`src/rtl/hazard_stall_controller.sv`:
```
// ---------------------------------------------------------------------------
// hazard_stall_controller
//
// Pipeline control sequencer for the 5-stage core. Decodes which source
// registers the ID-stage instruction reads, detects load-use hazards against
// the load in EX, freezes the pipe while the data cache services a miss, and
// flushes IF/ID on taken branches. Also runs a watchdog on cache stalls.
//
// Control outputs are combinational from the registered FSM state plus the
// current inputs. timeout_o is a registered sticky flag.
//
// Parameters
//   TIMEOUT  max consecutive mem_stall_i cycles before timeout_o sets (2..65535)
//   CNT_W    width of the performance counters (PERF_CNT_EN builds only)
//
// Ports
//   clk_i           in   core clock, rising edge
//   rst_i           in   synchronous reset, active-low
//   id_instr_i      in   [31:0] instruction in ID
//   idex_memread_i  in   instruction in EX is a load
//   idex_rd_i       in   [4:0] destination register of instruction in EX
//   branch_taken_i  in   beq in ID resolved taken this cycle
//   mem_stall_i     in   data cache busy; pipe must freeze
//   pc_write_o      out  PC may update
//   ifid_write_o    out  IF/ID may load
//   ifid_flush_o    out  IF/ID loads a NOP
//   idex_bubble_o   out  ID/EX loads all-zero control
//   stall_o         out  global freeze of EX/MEM and MEM/WB
//   timeout_o       out  sticky: cache stall exceeded TIMEOUT cycles
//   stall_cnt_o     out  [CNT_W-1:0] cycles with stall_o=1       (PERF_CNT_EN)
//   bubble_cnt_o    out  [CNT_W-1:0] cycles with idex_bubble_o=1 (PERF_CNT_EN)
//   flush_cnt_o     out  [CNT_W-1:0] cycles with ifid_flush_o=1  (PERF_CNT_EN)
//
// Build option: define PERF_CNT_EN to add the three performance counters.
// ---------------------------------------------------------------------------
module hazard_stall_controller #(
    parameter int TIMEOUT = 256,
    parameter int CNT_W   = 32
) (
    input  logic              clk_i,
    input  logic              rst_i,
    input  logic [31:0]       id_instr_i,
    input  logic              idex_memread_i,
    input  logic [4:0]        idex_rd_i,
    input  logic              branch_taken_i,
    input  logic              mem_stall_i,
    output logic              pc_write_o,
    output logic              ifid_write_o,
    output logic              ifid_flush_o,
    output logic              idex_bubble_o,
    output logic              stall_o,
`ifdef PERF_CNT_EN
    output logic [CNT_W-1:0]  stall_cnt_o,
    output logic [CNT_W-1:0]  bubble_cnt_o,
    output logic [CNT_W-1:0]  flush_cnt_o,
`endif
    output logic              timeout_o
);

    localparam int CNT_BITS = $clog2(TIMEOUT + 1);
    localparam logic [CNT_BITS-1:0] TIMEOUT_C = CNT_BITS'(TIMEOUT);
    localparam logic [CNT_BITS-1:0] TIMEOUT_M1_C = CNT_BITS'(TIMEOUT - 1);

    localparam logic [6:0] OP_REG    = 7'b0110011;
    localparam logic [6:0] OP_IMM    = 7'b0010011;
    localparam logic [6:0] OP_LOAD   = 7'b0000011;
    localparam logic [6:0] OP_STORE  = 7'b0100011;
    localparam logic [6:0] OP_BRANCH = 7'b1100011;

    typedef enum logic [1:0] {
        ST_RUN     = 2'd0,
        ST_LDUSE   = 2'd1,
        ST_MEMWAIT = 2'd2
    } state_t;

    state_t               state_r;
    state_t               state_nxt_s;
    logic [CNT_BITS-1:0]  stall_cnt_r;
    logic                 timeout_r;

    logic [6:0]           opcode_s;
    logic [4:0]           rs1_s;
    logic [4:0]           rs2_s;
    logic                 use_rs1_s;
    logic                 use_rs2_s;
    logic                 hazard_s;
    logic                 hazard_en_s;

    logic                 pc_write_s;
    logic                 ifid_write_s;
    logic                 ifid_flush_s;
    logic                 idex_bubble_s;
    logic                 stall_s;

    // Instruction fields that play no part in hazard detection.
    logic                 unused_instr_bits_s;
    assign unused_instr_bits_s = ^{id_instr_i[31:25], id_instr_i[14:7]};

    assign opcode_s = id_instr_i[6:0];
    assign rs1_s    = id_instr_i[19:15];
    assign rs2_s    = id_instr_i[24:20];

    // Source-register usage decode; unknown opcodes (incl. X) read nothing.
    always_comb begin
        use_rs1_s = 1'b0;
        use_rs2_s = 1'b0;
        case (opcode_s)
            OP_REG, OP_STORE, OP_BRANCH: begin
                use_rs1_s = 1'b1;
                use_rs2_s = 1'b1;
            end
            OP_IMM, OP_LOAD: begin
                use_rs1_s = 1'b1;
                use_rs2_s = 1'b0;
            end
            default: begin
                use_rs1_s = 1'b0;
                use_rs2_s = 1'b0;
            end
        endcase
    end

    // Load-use hit; a load to x0 never creates a dependency.
    assign hazard_s = idex_memread_i && (idex_rd_i != 5'd0) &&
                      ((use_rs1_s && (idex_rd_i == rs1_s)) ||
                       (use_rs2_s && (idex_rd_i == rs2_s)));

    // Hazard check is masked for the cycle after a bubble so each load
    // inserts exactly one. MEMWAIT with the stall released behaves as RUN.
    always_comb begin
        hazard_en_s = 1'b1;
        case (state_r)
            ST_RUN:     hazard_en_s = 1'b1;
            ST_LDUSE:   hazard_en_s = 1'b0;
            ST_MEMWAIT: hazard_en_s = 1'b1;
            default:    hazard_en_s = 1'b1;
        endcase
    end

    // Next state and pipeline controls; priority: reset, cache stall,
    // load-use, taken branch.
    always_comb begin
        state_nxt_s   = ST_RUN;
        pc_write_s    = 1'b1;
        ifid_write_s  = 1'b1;
        ifid_flush_s  = 1'b0;
        idex_bubble_s = 1'b0;
        stall_s       = 1'b0;
        if (!rst_i) begin
            pc_write_s    = 1'b0;
            ifid_write_s  = 1'b0;
            idex_bubble_s = 1'b1;
            state_nxt_s   = ST_RUN;
        end else if (mem_stall_i) begin
            // Branch and hazard are deferred: ID is frozen and re-evaluates.
            stall_s       = 1'b1;
            pc_write_s    = 1'b0;
            ifid_write_s  = 1'b0;
            state_nxt_s   = ST_MEMWAIT;
        end else if (hazard_en_s && hazard_s) begin
            pc_write_s    = 1'b0;
            ifid_write_s  = 1'b0;
            idex_bubble_s = 1'b1;
            state_nxt_s   = ST_LDUSE;
        end else if (branch_taken_i) begin
            ifid_flush_s  = 1'b1;
            state_nxt_s   = ST_RUN;
        end else begin
            state_nxt_s   = ST_RUN;
        end
    end

    // FSM state register.
    always_ff @(posedge clk_i) begin
        if (!rst_i) begin
            state_r <= ST_RUN;
        end else begin
            state_r <= state_nxt_s;
        end
    end

    // Cache-stall watchdog: saturating run-length counter plus sticky flag.
    // The flag sets on the edge that completes the TIMEOUT-th stall cycle.
    always_ff @(posedge clk_i) begin
        if (!rst_i) begin
            stall_cnt_r <= {CNT_BITS{1'b0}};
            timeout_r   <= 1'b0;
        end else if (mem_stall_i) begin
            if (stall_cnt_r != TIMEOUT_C) begin
                stall_cnt_r <= stall_cnt_r + CNT_BITS'(1);
            end else begin
                stall_cnt_r <= stall_cnt_r;
            end
            if (stall_cnt_r >= TIMEOUT_M1_C) begin
                timeout_r <= 1'b1;
            end else begin
                timeout_r <= timeout_r;
            end
        end else begin
            stall_cnt_r <= {CNT_BITS{1'b0}};
            timeout_r   <= timeout_r;
        end
    end

    assign pc_write_o    = pc_write_s;
    assign ifid_write_o  = ifid_write_s;
    assign ifid_flush_o  = ifid_flush_s;
    assign idex_bubble_o = idex_bubble_s;
    assign stall_o       = stall_s;
    assign timeout_o     = timeout_r;

`ifdef PERF_CNT_EN
    logic [CNT_W-1:0] perf_stall_r;
    logic [CNT_W-1:0] perf_bubble_r;
    logic [CNT_W-1:0] perf_flush_r;

    // Performance counters; wrap naturally, reset-forced bubbles not counted.
    always_ff @(posedge clk_i) begin
        if (!rst_i) begin
            perf_stall_r  <= {CNT_W{1'b0}};
            perf_bubble_r <= {CNT_W{1'b0}};
            perf_flush_r  <= {CNT_W{1'b0}};
        end else begin
            perf_stall_r  <= perf_stall_r  + (stall_s       ? CNT_W'(1) : CNT_W'(0));
            perf_bubble_r <= perf_bubble_r + (idex_bubble_s ? CNT_W'(1) : CNT_W'(0));
            perf_flush_r  <= perf_flush_r  + (ifid_flush_s  ? CNT_W'(1) : CNT_W'(0));
        end
    end

    assign stall_cnt_o  = perf_stall_r;
    assign bubble_cnt_o = perf_bubble_r;
    assign flush_cnt_o  = perf_flush_r;
`else
    localparam int unused_cnt_w = CNT_W;
`endif

endmodule

```
`config.mk`:
```
export PLATFORM = sky130hd
export DESIGN_NAME = hazard_stall_controller
export DESIGN_NICKNAME = d
export VERILOG_FILES = /design/src/rtl/hazard_stall_controller.sv
export SDC_FILE = /design/constraint.sdc
export NUM_CORES = 1
export LEC_CHECK = 0
export CORE_MARGIN = 4
export CORE_UTILIZATION = 35
export CTS_CLUSTER_SIZE = 40
export DETAILED_ROUTE_END_ITERATION = 10
export GPL_ROUTABILITY_DRIVEN = 0
export PLACE_DENSITY = 0.78
export SKIP_CTS_REPAIR_TIMING = 1
export SLEW_MARGIN = 20
export SYNTH_ARGS = -nofsm -noshare
export SYNTH_HDL_FRONTEND = slang
export SYNTH_SLANG_ARGS = --single-unit
```
`constraint.sdc`:
```
create_clock -name clk_i -period 1.89 [get_ports clk_i]
set_input_delay 0.378 -clock clk_i [delete_from_list [all_inputs] [get_ports clk_i]]
set_output_delay 0.378 -clock clk_i [all_outputs]
set_load 0.05 [all_outputs]
```
==> reports/qor.yml, run 1 <==
detailed_routing:
  drc: 0
  dr.pass1.iters: 4
  wl_um: 2470
  vias: 813
  ant_nets: 0
  avgRoutedWirePerCell_um: 15.3
  via_per_inst: 5.05
  first_iter_violations: 4
timing:
  fmax_ghz: 0.472
  slew_viol_final: 0
  timing.final.ws_setup_ps: -228
  whs_ps: 521
  setup_viol: 4
  tns_ps: -665
  rsz0062_at_grt: "yes"
  final_hold_viol_count: 0
  fin_worst_skew_ps: 2.22
  max_slew_margin_pct: 70.8
  worst-slew-pin-transition_ps: 432
  fin_crit_sh_pct: 112
  fin_crit_ps: 2120
pwr:
  swShare_pct: 26.7
  leakage_uw: 0.000671
  combPwrFrac_pct: 29.3
  peakVddDrop_uv: 404
  seqPwrFrac_pct: 39.2
  pwr-share-clk_pct: 31.5
  total_power_uw: 660
  power_switching_uw: 176
  p_int_uw: 484
  power.density_nw_per_um2: 479
setup_path:
  crit_chain: "nor2b_1 -> a2111o_1 -> o41ai_4 -> buf_12"
  critPathCaptureType: "primary output"
  crit_arrival_ps: 1740
  startpoint_type: "register"
  cp.buffers_inverters: 1
  path_delay_family: "compound AO/OA/AOI/OAI gates"
  slowest_delay_ps: 480
  path_class: "reg2out"
  slowest_stage: "a2111o_1"
  cp.required_ps: 1510
  r2r_setup_slack_ps: 390
  path_max_fanout: 3
global_route:
  grt_pass1_wl_um: 3170
  antenna_found_initial: 0
  grt_max_degree: 10
  gr-total-overflow: 0
  grt_usage_pct: 14.9
  grt_pass1_vias: 758
logic_synthesis:
  synthMuxAreaShare_pct: 0
  synth-edff-count: 0
  synthSimpleGateAreaFrac_pct: 27.8
  synth_adder_area_share_pct: 5.11
  synth_warnings: 0
  synth_compound_area_share_pct: 12.4
  synth_top_family_by_area: "simple AND/OR/NAND/NOR gates"
  ys_seq_elements: 12
  synth_area_um2: 734
  syn_avg_cell_area_um2: 8.54
  synth_nets: 131
  synthDistinctLibCells: 29
  yosysSeqAreaShare_pct: 32.7
  synth_ff_type: "dfxtp_1"
  async_flop_share_pct: 0
  synthXorXnorAreaFrac_pct: 17.9
  yosysTopAreaCellShare_pct: 32.7
  yosys.area.top_type: "dfxtp_1"
  yosys-top-cells-area: "dfxtp_1, xnor2_1, ha_1, nand3_1, nor2_1"
  synth_cells: 86
worst_hold_path:
  hp-class: "reg2reg"
final_layout:
  multiInputGateArea_um2: 528
  antennaDiodeCount: 0
  final_nets: 180
  layout-drive-gt1-share_pct: 25.4
  n_fill_cell: 144
  final_cells: 161
  layout_commonest_cell: "dlymetal6s2s_1"
  area_growth_pct: 87.6
  mostFrequentLayoutCells: "dlymetal6s2s_1, buf_4, xnor2_1, dfxtp_1, nor2_1"
  regArea_um2: 240
floorplanning:
  placementRows: 16
  io_pins: 48
  dieArea_um2: 2900
  design.core.area_um2: 1980
  chipWidth_um: 53.8
  fp.dieH_um: 53.8
  initial_core_util_pct: 37.1
job:
  max_cap_viol_count: 0
cts:
  ctsLongestPathBuffers: 2
  clk_pin_slew_worst_paths_ps: 80
  clock_latency_ps: 280
  cts-buffers-inserted: 3
  cts_tree: "done"
  cts_root_buffer: "clkbuf_4"
  ctsHtreeMaxLevel: 1
  cts.sinks: 12
place:
  dp_cells: 151
  pre_cts_ws_ps: -529
  portBuffers: 32
  hpwlAfterDp_um: 1680
status:
  status: "complete, but fails checks"
  failed_checks: "negative setup slack"
worst paths after layout:
path                                     start  depth (start not counted)             end
worst max register to register  stall_cnt_r[0]                          6  stall_cnt_r[0]
worst max-delay path                state_r[0]                          4   idex_bubble_o
worst min register to register  stall_cnt_r[1]                          2  stall_cnt_r[1]
worst min-delay path            stall_cnt_r[1]                          2  stall_cnt_r[1]
layer usage:
layer	part of all wire (%)	track usage, %	routed length, µm	up-vias
li1	-	-	-	394
met1	41	16.2	1010	371
met2	45	26.2	1100	45
met3	13	4.99	320	3
met4	1.1	5.53	27	0
met5	0	0	0	-
state kept, by name (all words and copies together) (netlist names):
register and cells:
stall_cnt_r 9, timeout_o 1, state_r 2
tightest hold or removal path, stage by stage, from the launching register on:
cell	delay (ps)
dfxtp_1	340
nand3_1	80
a21oi_1	60
area by class of cell:
type,instances,share of cell area (%)
multi-input cells,67,38.3
well taps,27,2.45
clock buffers,4,2.63
flip-flops and latches,12,17.4
inverters,6,1.63
repair buffers,45,37.5
Yosys cell counts, drive strengths merged (2+ instances only):
cell     n
a21oi    5
and3     2
dfxtp   12
ha       3
inv      6
nand2    6
nand2b   3
nand3    6
nand4    2
nor2     9
nor4b    2
o21ai    2
xnor2   13
xor2     2
cell families after synthesis:
group                    Yosys count
AND/OR/NAND/NOR                   36
XOR/XNOR                          15
AO/OA/AOI/OAI                     13
flip-flops                        12
buffers and inverters              7
adder cells (fa/ha/maj)            3
power by group through the flow:
stage / registers, µW / logic (µW) / clock network [µW]
after floorplan: 264 / 72.5 / 0
after global placement: 264 / 171 / 0
after detailed placement: 265 / 174 / 0
after CTS: 259 / 176 / 211
after global routing: 259 / 204 / 222
final: 258 / 193 / 208
stage by stage:
step                      instance area (µm²)  util, %
final                                    1380     69.5
after global routing                     1380     69.5
after CTS                                1260     63.6
after detailed placement                 1220     61.7
after global placement                   1220     61.7
after floorplan                           781        -
Note: power is estimated with default switching activity, not from simulation.
==> inputs of run 2 (changes only) <==
CORE_ASPECT_RATIO = 1.5   (was unset)
==> reports/qor.yml, run 2 (synthesis gave the netlist of run 1 again) <==
worst_hold_path:
  hp-class: "reg2reg"  # unchanged
  hp-start: "stall_cnt_r[1]"  # unchanged
final_layout:
  antennaDiodeCount: 0  # unchanged
  regMostFlops: "stall_cnt_r"  # unchanged
  design_area_um2: 1330  # was 1380 µm²
  layout-drive-gt1-share_pct: 23.8  # was 25.4%
  largest_reg_flops: 9  # unchanged
  area_growth_pct: 80.6  # was 87.6%
  mostFrequentLayoutCells: "dlymetal6s2s_1, xnor2_1, dfxtp_1, buf_4, nor2_1"  # was dlymetal6s2s_1, buf_4, xnor2_1, dfxtp_1, nor2_1
  layout_commonest_cell: "dlymetal6s2s_1"  # unchanged
  final_nets: 176  # was 180
detailed_routing:
  ant_nets: 0  # unchanged
  drc: 0  # unchanged
  dr.pass1.iters: 4  # unchanged
  avgRoutedWirePerCell_um: 14.4  # was 15.3 µm
  vias: 802  # was 813
  via_per_inst: 5.28  # was 5.05
  first_iter_violations: 22  # was 4
  wl_um: 2200  # was 2470 µm
floorplanning:
  io_pins: 48  # unchanged
  fp.dieH_um: 64.1  # was 53.8 µm
  placementRows: 20  # was 16
  design.core.area_um2: 2030  # was 1980 µm²
  dieArea_um2: 2910  # was 2900 µm²
  chipWidth_um: 45.4  # was 53.8 µm
  initial_core_util_pct: 36.2  # was 37.1%
timing:
  setup_viol: 4  # unchanged
  fin_worst_skew_ps: 1.29  # was 2.22 ps
  final_hold_viol_count: 0  # unchanged
  whs_ps: 507  # was 521 ps
  fin_crit_ps: 2150  # was 2120 ps
  fin_crit_sh_pct: 114  # was 112%
  rsz0062_at_grt: "yes"  # unchanged
  fmax_ghz: 0.464  # was 0.472 GHz
  worst-slew-pin-transition_ps: 359  # was 432 ps
  timing.final.ws_setup_ps: -264  # was -228 ps
  max_slew_margin_pct: 75.4  # was 70.8%
  slew_viol_final: 0  # unchanged
  tns_ps: -686  # was -665 ps
setup_path:
  path_class: "in2out"  # was reg2out
  crit_start: "id_instr_i[22]"  # was state_r[0]
  crit_arrival_ps: 1780  # was 1740 ps
  slowest_stage: "clkdlybuf4s50_1"  # was a2111o_1
  cp.buffers_inverters: 2  # was 1
  startpoint_type: "input port"  # was register
  cp.required_ps: 1510  # about the same
  slowest_delay_ps: 480  # about the same
  r2r_setup_slack_ps: 350  # was 390 ps
  path_max_fanout: 2  # was 3
  critPathCaptureType: "primary output"  # unchanged
  crit_chain: "clkdlybuf4s50_1 -> xnor2_1 -> nand2_1 -> o22a_1 -> o41ai_4 -> buf_12"  # was nor2b_1 -> a2111o_1 -> o41ai_4 -> buf_12
  timing.rr.start: "stall_cnt_r[0]"  # unchanged
  path_delay_family: "buffers and inverters"  # was compound AO/OA/AOI/OAI gates
global_route:
  antenna_found_initial: 0  # unchanged
  gr-total-overflow: 0  # unchanged
  grt_pass1_wl_um: 3150  # was 3170 µm
  grt_usage_pct: 14.6  # was 14.9%
  grt_pass1_vias: 734  # was 758
  grt_max_degree: 10  # unchanged
cts:
  cts-buffers-inserted: 3  # unchanged
  cts_tree: "done"  # unchanged
  ctsLongestPathBuffers: 2  # unchanged
  clk_pin_slew_worst_paths_ps: 70  # was 80 ps
  cts_root_buffer: "clkbuf_4"  # unchanged
  clock_latency_ps: 270  # was 280 ps
  ctsHtreeMaxLevel: 1  # unchanged
  cts.sinks: 12  # unchanged
pwr:
  total_power_uw: 637  # was 660 µW
  leakage_uw: 0.000639  # was 0.000671 µW
  peakVddDrop_uv: 332  # was 404 µV
  power.density_nw_per_um2: 480  # was 479 nW/µm²
place:
  hpwlAfterDp_um: 1700  # was 1680 µm
  placed_cell_area_um2: 1220  # about the same
  portBuffers: 32  # unchanged
status:
  failed_checks: "negative setup slack"  # unchanged
  status: "complete, but fails checks"  # unchanged
job:
  max_cap_viol_count: 0  # unchanged
run 2: stage by stage:
stage	worst slack, ps	util (%)	cells
global placement	-485	60.4	147
floorplan	-190	-	86
finish	-264	65.4	152
detailed placement	-554	60.4	147
CTS	-570	62.2	151
global route	-308	65.4	152
run 2: layout make-up:
class,instances,area (µm²)
Clock buffer,4,36.3
Fill cell,151,701
Inverter,6,22.5
Multi-Input combinational cell,67,528
Sequential cell,12,240
Tap cell,22,27.5
Timing Repair Buffer,41,472
run 2: layer usage:
metal	part of all wire (%)	wire length [µm]	vias to the layer above	GRT usage [%]
met3	12	270	7	4.23
li1	-	-	388	-
met5	0	0	-	0
met4	2.6	58	0	6.59
met1	35	764	363	15.1
met2	50	1100	44	25.5
run 2: worst paths after layout:
path,to,cells past startpoint
setup reg to reg,timeout_o,6
setup / recovery,idex_bubble_o,6
hold reg to reg,stall_cnt_r[1],2
hold / removal,stall_cnt_r[1],2
run 2: where the power goes:
group | switching, µW | leakage (µW) | total [µW] | internal (µW)
registers | 3.33 | 0.0000972 | 259 | 256
clock network | 84.3 | 0.0000210 | 202 | 117
logic | 75.7 | 0.000521 | 176 | 100
run 2: worst min-delay path, stage by stage (launching register included):
cell     delay [ps]
dfxtp_1         340
nand3_1          70
a21oi_1          50
==> inputs of run 3 (changes only) <==
CTS_CLUSTER_DIAMETER = 80   (was unset)
==> results of run 3 <==
Final layout, timing and power as in run 2 (identical DEF).
